File: config.mk
export PLATFORM = sky130hd
export DESIGN_NAME = lfsr_engine
export DESIGN_NICKNAME = d
export VERILOG_FILES = /design/src/rtl/lfsr_engine.sv
export SDC_FILE = /design/constraint.sdc
export NUM_CORES = 1
export LEC_CHECK = 0
export BUFFER_PORTS_ARGS = -buffer_cell sky130_fd_sc_hd__clkbuf_2
export CAP_MARGIN = 20
export CORE_MARGIN = 2
export CORE_UTILIZATION = 45
export DETAILED_ROUTE_END_ITERATION = 10
export GPL_TIMING_DRIVEN = 0
export PLACE_DENSITY = 0.76
export SLEW_MARGIN = 25
export SYNTH_ARGS = -nofsm -noshare
export SYNTH_HDL_FRONTEND = slang
export SYNTH_SLANG_ARGS = --single-unit
File: constraint.sdc
create_clock -name clk -period 1.6 [get_ports clk]
set_input_delay 0.08 -clock clk [delete_from_list [all_inputs] [get_ports clk]]
set_output_delay 0.08 -clock clk [all_outputs]
set_load 0.02 [all_outputs]
File: src/rtl/lfsr_engine.sv
`default_nettype none
// ============================================================================
//  Module      : lfsr_engine
//  Description : Parametrised Fibonacci LFSR with seed load, free-run and
//                counted-burst stepping, zero-seed lockup protection and
//                optional period measurement.
//
//  Parameters  : WIDTH      - LFSR width in bits (3..32)
//                TAPS       - feedback tap mask; bit i set = state bit i
//                             feeds the XOR
//                RESET_SEED - reset value and zero-seed substitute (non-zero)
//                CNT_W      - width of burst_len and period
//
//  Ports       : clk          in   sole clock, rising edge
//                rst          in   synchronous active-high reset
//                load         in   load seed into the state this edge
//                seed         in   value to load (zero is replaced)
//                run          in   free-run stepping while IDLE
//                burst_start  in   start a counted burst (IDLE only)
//                burst_len    in   step count for the burst
//                state_q      out  current LFSR state (never zero)
//                busy         out  high while a burst is in progress
//                done         out  one-cycle pulse at burst completion
//                lockup       out  one-cycle pulse when a zero seed is replaced
//                period       out  measured sequence period
//                period_valid out  period has been measured since last load
//
//  Options     : define LFSR_PERIOD_EN to build the period counter; without
//                it period and period_valid are constant zero.
//
//  Revision    : 1.0 - initial release
// ============================================================================
module lfsr_engine #(
    parameter int               WIDTH      = 8,
    parameter logic [WIDTH-1:0] TAPS       = 8'hB8,
    parameter logic [WIDTH-1:0] RESET_SEED = 8'h01,
    parameter int               CNT_W      = 16
) (
    input  logic             clk,
    input  logic             rst,
    input  logic             load,
    input  logic [WIDTH-1:0] seed,
    input  logic             run,
    input  logic             burst_start,
    input  logic [CNT_W-1:0] burst_len,
    output logic [WIDTH-1:0] state_q,
    output logic             busy,
    output logic             done,
    output logic             lockup,
    output logic [CNT_W-1:0] period,
    output logic             period_valid
);

    localparam logic [CNT_W-1:0] c_cnt_zero = '0;
    localparam logic [CNT_W-1:0] c_cnt_one  = {{(CNT_W-1){1'b0}}, 1'b1};
    localparam logic [WIDTH-1:0] c_state_zero = '0;

    typedef enum logic [0:0] {
        S_IDLE  = 1'b0,
        S_BURST = 1'b1
    } fsm_t;

    fsm_t             r_fsm;
    fsm_t             w_fsm_nxt;
    logic [WIDTH-1:0] r_state;
    logic [WIDTH-1:0] w_state_nxt;
    logic [CNT_W-1:0] r_remaining;
    logic [CNT_W-1:0] w_remaining_nxt;
    logic             r_done;
    logic             w_done_nxt;
    logic             r_lockup;
    logic             w_lockup_nxt;
    logic             w_step;

    logic             w_fb;
    logic [WIDTH-1:0] w_shift;
    logic [WIDTH-1:0] w_step_val;
    logic [WIDTH-1:0] w_load_val;

    // ------------------------------------------------------------------
    // Datapath: one Fibonacci step and the sanitised load value
    // ------------------------------------------------------------------
    assign w_fb    = ^(r_state & TAPS);
    assign w_shift = {r_state[WIDTH-2:0], w_fb};

    // A non-maximal tap mask can shift a lone MSB out and land on zero,
    // which would lock the register forever; restart from the seed instead.
    assign w_step_val = (w_shift == c_state_zero) ? RESET_SEED : w_shift;

    assign w_load_val = (seed == c_state_zero) ? RESET_SEED : seed;

    // ------------------------------------------------------------------
    // Next-state / control logic
    // ------------------------------------------------------------------
    always_comb begin
        w_fsm_nxt       = r_fsm;
        w_remaining_nxt = r_remaining;
        w_done_nxt      = 1'b0;
        w_lockup_nxt    = 1'b0;
        w_step          = 1'b0;
        w_state_nxt     = r_state;

        if (load) begin
            // Load wins over everything but reset and silently aborts a burst.
            w_state_nxt     = w_load_val;
            w_lockup_nxt    = (seed == c_state_zero);
            w_fsm_nxt       = S_IDLE;
            w_remaining_nxt = c_cnt_zero;
        end else begin
            case (r_fsm)
                S_IDLE: begin
                    if (burst_start) begin
                        if (burst_len != c_cnt_zero) begin
                            w_fsm_nxt       = S_BURST;
                            w_remaining_nxt = burst_len;
                        end else begin
                            // Empty burst: acknowledge without stepping.
                            w_done_nxt = 1'b1;
                        end
                    end else if (run) begin
                        w_step = 1'b1;
                    end
                end
                S_BURST: begin
                    w_step          = 1'b1;
                    w_remaining_nxt = r_remaining - c_cnt_one;
                    if (r_remaining == c_cnt_one) begin
                        w_fsm_nxt  = S_IDLE;
                        w_done_nxt = 1'b1;
                    end
                end
                default: begin
                    w_fsm_nxt       = S_IDLE;
                    w_remaining_nxt = c_cnt_zero;
                end
            endcase

            if (w_step) begin
                w_state_nxt = w_step_val;
            end
        end
    end

    // ------------------------------------------------------------------
    // State registers
    // ------------------------------------------------------------------
    always_ff @(posedge clk) begin
        if (rst) begin
            r_fsm       <= S_IDLE;
            r_state     <= RESET_SEED;
            r_remaining <= c_cnt_zero;
            r_done      <= 1'b0;
            r_lockup    <= 1'b0;
        end else begin
            r_fsm       <= w_fsm_nxt;
            r_state     <= w_state_nxt;
            r_remaining <= w_remaining_nxt;
            r_done      <= w_done_nxt;
            r_lockup    <= w_lockup_nxt;
        end
    end

    assign state_q = r_state;
    assign busy    = (r_fsm == S_BURST);
    assign done    = r_done;
    assign lockup  = r_lockup;

    // ------------------------------------------------------------------
    // Optional period measurement
    // ------------------------------------------------------------------
`ifdef LFSR_PERIOD_EN
    logic [CNT_W-1:0] r_step_cnt;
    logic [CNT_W-1:0] w_cnt_inc;
    logic [WIDTH-1:0] r_capture;
    logic [CNT_W-1:0] r_period;
    logic             r_period_valid;

    // Saturating increment so very long periods pin at all-ones.
    assign w_cnt_inc = (&r_step_cnt) ? r_step_cnt : (r_step_cnt + c_cnt_one);

    always_ff @(posedge clk) begin
        if (rst) begin
            r_step_cnt     <= c_cnt_zero;
            r_capture      <= RESET_SEED;
            r_period       <= c_cnt_zero;
            r_period_valid <= 1'b0;
        end else if (load) begin
            r_step_cnt     <= c_cnt_zero;
            r_capture      <= w_load_val;
            r_period       <= c_cnt_zero;
            r_period_valid <= 1'b0;
        end else if (w_step) begin
            r_step_cnt <= w_cnt_inc;
            // First return to the captured value fixes the period; it then
            // holds until the next load or reset.
            if (!r_period_valid && (w_step_val == r_capture)) begin
                r_period       <= w_cnt_inc;
                r_period_valid <= 1'b1;
            end
        end
    end

    assign period       = r_period;
    assign period_valid = r_period_valid;
`else
    assign period       = c_cnt_zero;
    assign period_valid = 1'b0;
`endif

endmodule
`default_nettype wire
* After elaboration in Yosys (flattened, before gate mapping)
Index checks and enable logic that the tools add are counted.
** Word-level totals
- Bits of input ports :: 29
- Register bits :: 27
- Logic and storage cells :: 38
** Operators by class
- Reductions and logical operators :: 8
- Add/subtract/negate cells :: 1
- Mux-type cells :: 19
- Equality and inequality tests :: 3
- Bitwise logic cells :: 2
** Operators with widths (number)
- 2-to-1 mux 16 bit :: 2
- 2-to-1 mux 8 bit :: 4
- case mux 16 bit (2 select lines) :: 1
- equality test 16 x 1 -> 1 bit, second input constant :: 1
- zero test 8 bit :: 2
- nonzero test 16 bit :: 1
- subtractor 16 x 1 -> 16 bit, second input constant :: 1
- 2-to-1 mux 1 bit :: 9
- XOR reduction 8 bit :: 1
- case mux 1 bit (2 select lines) :: 3
- != test 2 bit, second input constant :: 2
- OR reduction 2 bit :: 2
- NOT 1 bit :: 2
- AND reduction 2 bit :: 1
- nonzero test 2 bit :: 1

* Depth between registers and ports, before layout
- Depth after elaboration :: 6
- Mapped depth :: 7
- Mapped depth without buffers :: 7

* Worst setup path after synthesis
OpenSTA, ideal clock, no wires.
- Path kind :: flip-flop to flip-flop
- Start :: register r_remaining[0]
- End :: register r_remaining[12]
- Stages on the path, launching flop included :: 8
- Slack :: -0.022 ns
- Period minus slack after synthesis :: 1.622 ns
- Setup time :: 0.123 ns
- Required time :: 1.477 ns
- Data arrival time :: 1.499 ns
- Buffers on the path :: 0
- Path through :: dfxtp_1 inv_1 ha_1 nor3b_1 nand2_1 nor4_1 xnor2_1 o21ai_1
** On the way
- Longest elaborated chain between the ends :: 2
** RTL lines
- from (decl) :: RTL line 67 : logic [CNT_W-1:0] r_remaining;
- from (signal assigned) :: RTL line 151 : r_remaining <= c_cnt_zero;
- from (signal assigned) :: RTL line 157 : r_remaining <= w_remaining_nxt;
- subtractor 16 x 1 -> 16 bit :: RTL line 126 : w_remaining_nxt = r_remaining - c_cnt_one;
- case mux 16 bit (2 select lines) :: RTL line 110 : case (r_fsm)
No other way between the ends.
A chain may end at the register's enable or synchronous reset.

* Worst setup path in the final report
- Start :: register r_fsm, in the netlist busy
- End :: register r_remaining[5]
** On the way
- Longest elaborated chain between the ends :: 3
- Elaborated cells between the ends (all ways) :: 5
- Those cells by class :: eq/ne: 2; mux: 1; bitwise: 1; reduce/logical: 1
** RTL lines
- from (decl) :: RTL line 63 : fsm_t r_fsm;
- from (signal assigned) :: RTL line 155 : r_fsm <= w_fsm_nxt;
- NOT 1 bit
- != test 2 bit (no source line)
- AND reduction 2 bit (no source line)
Several ways; a longest one is shown, not always the timed one.

==> impl_results.md <==
- Top FF cell, synth: dfxtp_1
- Nets: 288
- Hold_buf cts: 0
- GRT busiest layer: met2
- Clock skew: 0.00955 ns
- Fmax: 632 MHz
- Iter 0 DRT Violations: 69
- Vias in the first global route: 1478
- Post-layout worst setup margin: 0.0189 ns
- Final period utilization: 98.8%
- Row count: 22
- Fillers: 342
- Routed via count: 1613
- Sink Count: 27
- Post-synth cell types: 44
- CTS tree: yes
- Setup TNS: 0 ns
- Worst hold stages: 3
- Detailed-route DRC error count: 0
- Io pins: 57
- Avg Cell Area, Syn: 8.88 sq um
- Final Wtd Congestion: 0.862
- RSZ-0062 raised after global routing: true
- Reg2Reg Depth: 4
- Met2 GRT Util: 36.0%
- Final hold vios: 0
- R2R Path End: r_remaining[5]$_SDFFE_PP0P_
- Pwr Density: 753 nW/um^2
- Hold EP: r_remaining[10]$_SDFFE_PP0P_
- Crit. End Element: flip-flop
- Initial antenna violation count: 0
- Tmin final: 1.58 ns
- Register-to-register path setup slack: 0.02 ns
- Synth Instances: 188
- Pre-CTS WS: -0.352 ns
- Slew Limit Headroom: 60.8%
- Arrival time worst endpoint: 1.80 ns
- DR WL/cell: 13.8 um
- Sequential share of the synthesized area: 32.4%
- Die X: 64.9 um
- Synth async-reset ratio: 0%
- Warnings from Yosys: 0
- Grt ovf: 0
- Max-cap viol count: 0
- # setup viols final: 0
- Hold WC Path Type: input port to flip-flop
- Layout cells sized above 1: 40.2%
- Synthesis-stage register bit count: 27
- Grt met3 use: 6.08%
- Port Buf Inserts: 39
- First-pass GRT wire length: 6640 um
- Crit Reg-Reg Startpoint: busy$_SDFF_PP0_
- Post-synth EDFFs: 0
- Largest net degree at the start of global routing: 15
- Worst-margin pin slew: 0.588 ns
- DP Area: 1990 sq um
- Dpl hpwl: 3040 um
- Design area: 2210 sq um
- Synthesized cell area: 1670 sq um
- Worst vdd ir: 0.000486 V
- Total Die Area: 4210 sq um
- Initial Utilization: 46.3%
- GR Layer Usage met1: 23.6%
- Total wire length: 4200 um
- Worst-Skew Late Latency: 0.28 ns
- Die Y: 64.9 um
- Outcome: completed
- Hold path startpoint: burst_len[10]
- Worst Path Required: 1.82 ns
- DR vias/cell: 5.31
- H-tree depth: 1
- Root buf cell: clkbuf_8
- Leakage: 1.00 nW
- Crit start category: flip-flop
- Clk buf depth: 2
- Core Area: 3610 sq um
- Pre-antenna DRT Iters: 4
- Global-route usage over all layers: 20.1%
- Pins Over Slew Limit: 0
- Clock transition at path regs: 0.10 ns
- DRT antenna net count: 0
- Num CTS Buffers: 3
- Crit Path Class: flip-flop to flip-flop
- Area growth syn-to-layout: 32.3%
- Worst-path fanout max: 10
- Ant diodes: 0
[worst max-delay path, stage by stage (launching register included)]
cell and delay [ns]:
dfxtp_1 0.49, clkbuf_1 0.40, nand2_1 0.17, or3_1 0.33, a31oi_1 0.12
[area by class of cell]
cell class / instances / area, sq um / area share [%]
sequential: 27 / 551 / 24.9
clock buffer: 4 / 45.0 / 2.04
timing repair buffer: 48 / 263 / 11.9
buffer: 22 / 161 / 7.31
inverter: 4 / 21.3 / 0.963
tap: 48 / 60.1 / 2.72
multi-input combinational: 151 / 1110 / 50.1
[metrics by stage]
stage          util [%]  hold slack (ns)  power, W  instances
2_1_floorplan         -            0.206   0.00108        204
3_3_place_gp       55.2            0.323   0.00119        291
3_5_place_dp       55.2            0.327   0.00120        291
4_1_cts            58.5           0.0337   0.00164        298
6_report           61.2           0.0313   0.00166        304
5_1_grt            61.2           0.0555   0.00175        304
[per-layer routing]
metal	wire [um]	part of all wire, %
met5	0	0
met4	47	1.1
met3	285	6.8
met2	2090	50
met1	1780	42
[cells in the final DEF (no fill, tap or decap), drive strengths merged, types with 4 or more instances in the layout]
| cell | n |
|---|---|
| or4 | 6 |
| a22oi | 7 |
| nor3 | 6 |
| xor2 | 5 |
| mux2i | 7 |
| nor4 | 8 |
| mux2 | 7 |
| nand2 | 9 |
| nand4 | 4 |
| a21oi | 9 |
| o21ai | 9 |
| xnor2 | 6 |
| a31oi | 4 |
| conb | 17 |
| buf | 29 |
| nor2 | 17 |
| dfxtp | 27 |
| clkbuf | 45 |
[repair_timing]
item / in CTS / in global routing
buffers inserted: 3 / 6
resized for setup: 9 / 17
setup endpoints to repair: 13 / 12
pin swaps: 1 / 6
[how the worst max path moves through the flow]
stage                                           start                            to  slack, ns
final                                 busy$_SDFF_PP0_   r_remaining[5]$_SDFFE_PP0P_       0.02
after global routing                  busy$_SDFF_PP0_   r_remaining[5]$_SDFFE_PP0P_      -0.04
after CTS                 r_remaining[0]$_SDFFE_PP0P_  r_remaining[12]$_SDFFE_PP0P_      -0.01
after detailed placement  r_remaining[4]$_SDFFE_PP0P_  r_remaining[12]$_SDFFE_PP0P_      -0.35
after global placement    r_remaining[4]$_SDFFE_PP0P_  r_remaining[12]$_SDFFE_PP0P_      -0.30
after floorplan                         burst_len[11]  r_remaining[11]$_SDFFE_PP0P_     -0.009
[cells in the mapped netlist, types with 3 or more instances]
library cell | number | area, sq um
nor3_1 | 6 | 30.0
xnor2_1 | 6 | 52.6
inv_1 | 3 | 11.3
dfxtp_1 | 27 | 541
nor2_1 | 16 | 60.1
a31oi_1 | 4 | 25.0
nand2_1 | 9 | 33.8
a21oi_1 | 8 | 40.0
xor2_1 | 5 | 43.8
nor4_1 | 8 | 50.1
nand3_1 | 3 | 15.0
a22oi_1 | 7 | 52.6
or4_1 | 3 | 22.5
or4_4 | 3 | 33.8
mux2_2 | 7 | 78.8
buf_4 | 19 | 143
nand4_1 | 4 | 25.0
mux2i_1 | 7 | 70.1
o21ai_1 | 7 | 35.0
[kinds of logic (layout without fill, tap and decap cells)]
kind of cell,after synthesis,after routing,synth area share [%]
simple gates,64,64,21.1
mux,14,14,8.92
xor+xnor,11,11,5.77
other cells,1,17,0.225
buf+inv,26,78,10.6
flops,27,27,32.4
fa+ha+maj,2,2,1.50
compound gates,43,43,19.6
[state kept, by name (all words and copies together) (netlist names)]
name and count:
lockup 1, state_q 8, busy 1, r_remaining 16, done 1
[report_power, final]
part	total (W)	leakage, nW	internal [W]	switching [W]
Clock	0.000402	0.0228	0.000179	0.000223
Combinational	0.000503	0.758	0.000238	0.000265
Sequential	0.000758	0.224	0.000706	0.0000518
Total	0.00166	1.00	0.00112	0.000540
No activity file was read; power rests on OpenSTA's default activity.
